<file path="src/rtl/slv_regbank.sv">
// slv_regbank: BAR-decoded 16-bit slave register bank with control, W1C status, IRQ, counter and ID
module slv_regbank #(
   parameter int          BAR_IDX  = 0,
   parameter int          NUM_CTRL = 4,
   parameter int          ADDR_W   = 9,
   parameter logic [15:0] ID_VALUE = 16'h8010
) (
   input  logic                     clk_125,
   input  logic                     rstn,
   input  logic [6:0]               slv_bar_i,
   input  logic                     slv_ce_i,
   input  logic                     slv_we_i,
   input  logic [19:1]              slv_adr_i,
   input  logic [15:0]              slv_dat_i,
   input  logic [1:0]               slv_sel_i,
   output logic [15:0]              slv_dat_o,
   output logic [NUM_CTRL*16-1:0]   ctrl_o,
   input  logic [15:0]              evt_i,
   output logic                     irq_o
);
   localparam logic [ADDR_W-1:0] A_STATUS = ADDR_W'('h10);
   localparam logic [ADDR_W-1:0] A_IRQ_EN = ADDR_W'('h11);
   localparam logic [ADDR_W-1:0] A_CNT_LO = ADDR_W'('h12);
   localparam logic [ADDR_W-1:0] A_CNT_HI = ADDR_W'('h13);
   localparam logic [ADDR_W-1:0] A_ID     = ADDR_W'('h14);
   logic              wr, rd, unused_bits;
   logic [ADDR_W-1:0] a;
   logic [15:0]       bmask, rd_mux, status, irq_en, snap, rd_q;
   logic [31:0]       cnt;
   assign unused_bits = ^{slv_adr_i[19:ADDR_W+1], slv_bar_i};
   assign a         = slv_adr_i[ADDR_W:1];
   assign wr        = slv_ce_i & slv_bar_i[BAR_IDX] & slv_we_i;
   assign rd        = slv_ce_i & slv_bar_i[BAR_IDX] & ~slv_we_i;
   assign bmask     = {{8{slv_sel_i[1]}}, {8{slv_sel_i[0]}}};
   assign slv_dat_o = rd_q & {16{slv_bar_i[BAR_IDX]}};
   // address decode of the value a read access would return; unmapped words read zero
   always_comb begin
      rd_mux = '0;
      for (int k = 0; k < NUM_CTRL; k++)
         if (a == ADDR_W'(k)) rd_mux = ctrl_o[16*k +: 16];
      if (a == A_STATUS) rd_mux = status;
      if (a == A_IRQ_EN) rd_mux = irq_en;
      if (a == A_CNT_LO) rd_mux = cnt[15:0];
      if (a == A_CNT_HI) rd_mux = snap;
      if (a == A_ID)     rd_mux = ID_VALUE;
   end
   // byte-granular writes into the control registers
   always_ff @(posedge clk_125 or negedge rstn)
      if (!rstn) ctrl_o <= '0;
      else if (wr)
         for (int k = 0; k < NUM_CTRL; k++)
            if (a == ADDR_W'(k)) ctrl_o[16*k +: 16] <= (ctrl_o[16*k +: 16] & ~bmask) | (slv_dat_i & bmask);
   // sticky status: events set, W1C write clears, set dominates a same-cycle clear
   always_ff @(posedge clk_125 or negedge rstn)
      if (!rstn) status <= '0;
      else status <= (status & ~((wr && a == A_STATUS) ? slv_dat_i & bmask : 16'h0)) | evt_i;
   // interrupt enable mask, byte-granular
   always_ff @(posedge clk_125 or negedge rstn)
      if (!rstn) irq_en <= '0;
      else if (wr && a == A_IRQ_EN) irq_en <= (irq_en & ~bmask) | (slv_dat_i & bmask);
   // free-running cycle counter
   always_ff @(posedge clk_125 or negedge rstn)
      if (!rstn) cnt <= '0;
      else cnt <= cnt + 32'd1;
   // read data is held until the next read; a CNT_LO read freezes the upper half for a later HI read
   always_ff @(posedge clk_125 or negedge rstn)
      if (!rstn) begin
         rd_q <= '0;
         snap <= '0;
      end else if (rd) begin
         rd_q <= rd_mux;
         if (a == A_CNT_LO) snap <= cnt[31:16];
      end
   // interrupt level, one cycle behind the status/enable registers
   always_ff @(posedge clk_125 or negedge rstn)
      if (!rstn) irq_o <= 1'b0;
      else irq_o <= |(status & irq_en);
endmodule

</file>
<file path="config.mk">
export PLATFORM = sky130hd
export DESIGN_NAME = slv_regbank
export DESIGN_NICKNAME = d
export VERILOG_FILES = /design/src/rtl/slv_regbank.sv
export SDC_FILE = /design/constraint.sdc
export NUM_CORES = 1
export LEC_CHECK = 0
export ABC_AREA = 1
export BUFFER_PORTS_ARGS = -buffer_cell sky130_fd_sc_hd__clkbuf_2
export CAP_MARGIN = 30
export CORE_ASPECT_RATIO = 1.1
export CORE_UTILIZATION = 55
export CTS_BUF_LIST = sky130_fd_sc_hd__clkbuf_8
export CTS_CLUSTER_SIZE = 10
export DETAILED_ROUTE_END_ITERATION = 8
export PLACE_DENSITY = 0.83
export SYNTH_ARGS = -nofsm -noshare
export SYNTH_HDL_FRONTEND = slang
export SYNTH_SLANG_ARGS = --single-unit
export TNS_END_PERCENT = 1
</file>
<file path="constraint.sdc">
create_clock -name clk_125 -period 2.1 [get_ports clk_125]
set_input_delay 0.42 -clock clk_125 [delete_from_list [all_inputs] [get_ports clk_125]]
set_output_delay 0.42 -clock clk_125 [all_outputs]
set_load 0.05 [all_outputs]
</file>
==> Word level (Yosys, flattened, before mapping) <==
Index checks and enable logic that the tools add are counted.
{ "word_totals": {"word_cells": 59, "output_inout_bits": 81, "in_bits": 64, "reg_bits": 161} }
{ "op_classes": {"n_eq_ne": 8, "reduce_logical": 9, "n_bitwise": 21, "addsub": 1, "muxes": 10} }
{ "op_table": {"columns": ["operator", "n"], "rows": [
  ["$mux 16", 10],
  ["$and 16x16->16", 9],
  ["$or 16x16->16", 6],
  ["$eq 9x5->1 const B", 5],
  ["$add 32x1->32 const B", 1],
  ["$not 16->16", 2],
  ["$eq 9x2->1 const B", 2],
  ["$reduce_or 16->1", 1],
  ["$reduce_and 2->1", 5],
  ["$eq 9x1->1 const B", 1],
  ["$logic_not 9->1", 1],
  ["$and 1x1->1", 3],
  ["$logic_and 1x1->1", 2],
  ["$not 1->1", 1]
]} }

==> Depth between registers and ports, before layout <==
{ "logic_depth": {"word_depth": 10, "depth_mapped": 11} }

==> Worst setup path after synthesis <==
Ideal clock, no wire load.
{ "synth_timing": {"kind": "register to register", "startpoint": "reg cnt[0]", "endpoint": "reg cnt[24]", "arrival_time_ns": 1.539, "synth_period_minus_slack_ns": 1.656, "stages_incl_launch_ff": 11, "n_path_buf": 0, "setup_slack_ns": 0.444, "cell_sequence": "dfrtp_1 ha_1 nand3_2 nor3_4 nand2_4 nor2_4 nand4_4 nor2_4 nand3_1 nand2_1 nand2_1"} }
{ "synth_via": {"elab_chain_cells": 1} }
{ "synth_rtl": {"columns": ["element", "line_no", "source"], "rows": [
  ["from (decl)", "29", "logic [31:0] cnt;"],
  ["from (signal assigned)", "64", "else cnt <= cnt + 32'd1;"],
  ["$add 32x1->32", "64", null]
]} }
Every way passes these cells.
A chain may end at the register's enable or synchronous reset.

==> Worst setup path after layout <==
Ends and elaborated chain as after synthesis.

==> impl_metrics.json <==
{
  "p_switching_mw": 1.38,
  "min_period_over_period": 0.866,
  "reg2reg_slack_ns": 0.28,
  "grt_max_degree": 66,
  "portBuffers": 128,
  "fmax_mhz": 550,
  "startpoint_type": "register",
  "cp.arrival_ns": 2.17,
  "core_area_mm2": 0.0134,
  "worstPathCellList": "ha_1 -> nand3_2 -> nor3_4 -> nand2_4 -> nor2_4 -> nand4_4 -> nor2_4 -> nand3_1 -> nand2_1 -> nand2_1",
  "outcome": "finished, final reports clean",
  "routed-via-count": 6688,
  "track_usage": 0.281,
  "die_h_um": 126,
  "setup_violations": 0,
  "antenna_cells": 0,
  "power.share.clock": 0.407,
  "drc": 0,
  "grt_pass1_wl_um": 31000,
  "min_path_type": "primary input to register",
  "postCtsSetupRepairBufs": 0,
  "yosys_register_bits": 161,
  "htreeDepth": 4,
  "crit_family": "simple AND/OR/NAND/NOR gates",
  "drv_cap": 0,
  "p_comb_frac": 0.053,
  "cp.required_ns": 2.45,
  "grt_pass1_vias": 6297,
  "synth-edff-count": 0,
  "fin_area_mm2": 0.00900,
  "clk_path_buf_depth": 2,
  "ir_drop_mv": 0.536,
  "syn_inst": 907,
  "p_seq_frac": 0.540,
  "power_density_mw_per_mm2": 643,
  "synth_fp_nets": 972,
  "finClkSkew_ns": 0.00929,
  "grt_setup_unrepaired": "no",
  "root_buffer": "clkbuf_8",
  "fin_setup_tns_ns": 0,
  "synthFlopType": "dfrtp_1",
  "internal_power_mw": 4.40,
  "viasPerCell": 5.36,
  "synthToLayoutAreaGrowth_pct": 18.0,
  "place_congestion": 0.843,
  "synth_area_mm2": 0.00763,
  "cts_tree": "built",
  "synthArstFlopShare": 1.00,
  "critPathMaxFanout": 5,
  "layout_common_cells": "nand2_1 (297), dfrtp_1 (161), clkbuf_2 (127), inv_1 (88), o21ai_0 (81)",
  "cts.sinks": 161,
  "rows": 44,
  "clock_latency_ns": 0.46,
  "placed_area_mm2": 0.00858,
  "die_area_mm2": 0.0143,
  "first_pass_iters": 5,
  "cts_resized": 0,
  "io_pins": 145,
  "ant_nets": 0,
  "drv_slew": 0,
  "p_sw_frac": 0.239,
  "synth_cell_types": 34,
  "worstMarginPinSlew_ns": 0.639,
  "clkSlewWorstSetupHoldPaths_ns": 0.08,
  "hold_viol": 0,
  "drive_gt1_frac": 0.211,
  "period_needed_ns": 1.82,
  "timing.hold.ws_ns": 0.141,
  "max_stage_delay_ns": 0.42,
  "cts_buffers": 17,
  "hpwl_um": 14000,
  "ys_warn_count": 0,
  "maxSlewHeadroom": 0.574,
  "ys_seq_area_frac": 0.528,
  "criticalPathCategory": "register to register",
  "regArea_mm2": 0.00403,
  "grt_antenna_before_repair": 0,
  "initialDrtViolationCount": 534,
  "finalNetCount": 1115,
  "multi_input_area_mm2": 0.00312,
  "wirelength_um": 18900,
  "gr-total-overflow": 0,
  "worst_setup_path_end_kind": "register",
  "crit_slowest_cell": "dfrtp_1",
  "wire_per_inst_um": 15.2,
  "die_w_um": 114,
  "power.static_leakage_nw": 4.51,
  "fill_cells": 1072,
  "path_buf_inv": 0,
  "start_util": 0.570,
  "syn_avg_cell_area_um2": 8.41,
  "final_common_cell": "nand2_1"
}
[per-layer routing]
layer | vias to the layer above | part of all wire | global-route usage
met5 | - | 0 | 0
li1 | 3222 | - | -
met3 | 29 | 0.065 | 0.0524
met1 | 3158 | 0.43 | 0.378
met2 | 279 | 0.49 | 0.458
met4 | 0 | 0.020 | 0.0955
[kinds of logic after synthesis]
kind of cell	Yosys count	share of synthesized area
multiplexers	3	0.00443
AO/OA/AOI/OAI	150	0.100
buffers and inverters	118	0.0628
flip-flops	161	0.528
AND/OR/NAND/NOR	446	0.270
XOR/XNOR	28	0.0322
adder cells (fa/ha/maj)	1	0.00164
[cell type report]
type	count	share of cell area
Sequential cell	161	0.448
Clock inverter	14	0.0182
Clock buffer	18	0.0275
Multi-Input combinational cell	628	0.346
Tap cell	184	0.0256
Timing Repair Buffer	154	0.0980
Inverter	88	0.0367
[tightest hold or removal path, delay by kind of cell]
family	cells	cell delay, ns
buffers and inverters	2	0.10
and+or+nand+nor	1	0.05
[what timing repair did]
action / in CTS / in global routing
hold endpoints to repair: 60 / 0
hold buffers: 1 / 0
endpoints found under the setup margin: 0 / 0
[cells in the mapped netlist (2+ instances only)]
cell type / count / share of area
nand3_2: 16 / 0.021
nand2_1: 297 / 0.15
xnor2_1: 4 / 0.0046
o21ai_0: 81 / 0.053
nand3_1: 25 / 0.016
o21ai_1: 29 / 0.019
buf_4: 3 / 0.0030
nor4_1: 4 / 0.0033
xor2_1: 24 / 0.028
nand4_1: 23 / 0.019
nor2_4: 11 / 0.016
nor2_2: 3 / 0.0025
nor3_1: 18 / 0.012
a221oi_1: 4 / 0.0046
a21oi_1: 36 / 0.024
inv_1: 87 / 0.043
dfrtp_1: 161 / 0.53
nor3_2: 2 / 0.0026
clkbuf_1: 12 / 0.0059
mux2_2: 3 / 0.0044
buf_2: 13 / 0.0085
nor2_1: 39 / 0.019
[power by group through the flow]
stage	clock, mW	sequential [mW]	combinational (mW)
after detailed placement	0	3.19	0.308
final	2.35	3.12	0.307
after global placement	0	3.19	0.303
after global routing	2.52	3.13	0.341
after floorplan	0	3.21	0.104
after CTS	2.39	3.12	0.311
[metrics by stage]
step           instances  setup slack, ns  power [mW]   util
2_1_floorplan        907            0.444        3.31      -
3_3_place_gp        1214            0.159        3.49  0.641
3_5_place_dp        1214            0.106        3.49  0.641
4_1_cts             1247            0.278        5.82  0.673
5_1_grt             1247           0.0825        5.98  0.673
6_report            1247            0.282        5.79  0.673
[final timing paths]
check / from / end / depth (start not counted)
hold reg to reg: rd_q[12]$_DFFE_PN0P_ / rd_q[12]$_DFFE_PN0P_ / 2
max in group asynchronous: rstn / rd_q[10]$_DFFE_PN0P_ / 3
min in group asynchronous: rstn / asynchronous set/reset pin / 2
hold / removal: evt_i[1] / status[1]$_DFF_PN0_ / 3
setup reg to reg: cnt[0]$_DFF_PN0_ / cnt[24]$_DFF_PN0_ / 10
setup / recovery: cnt[0]$_DFF_PN0_ / cnt[24]$_DFF_PN0_ / 10
Power figures use the tool's default switching activity.
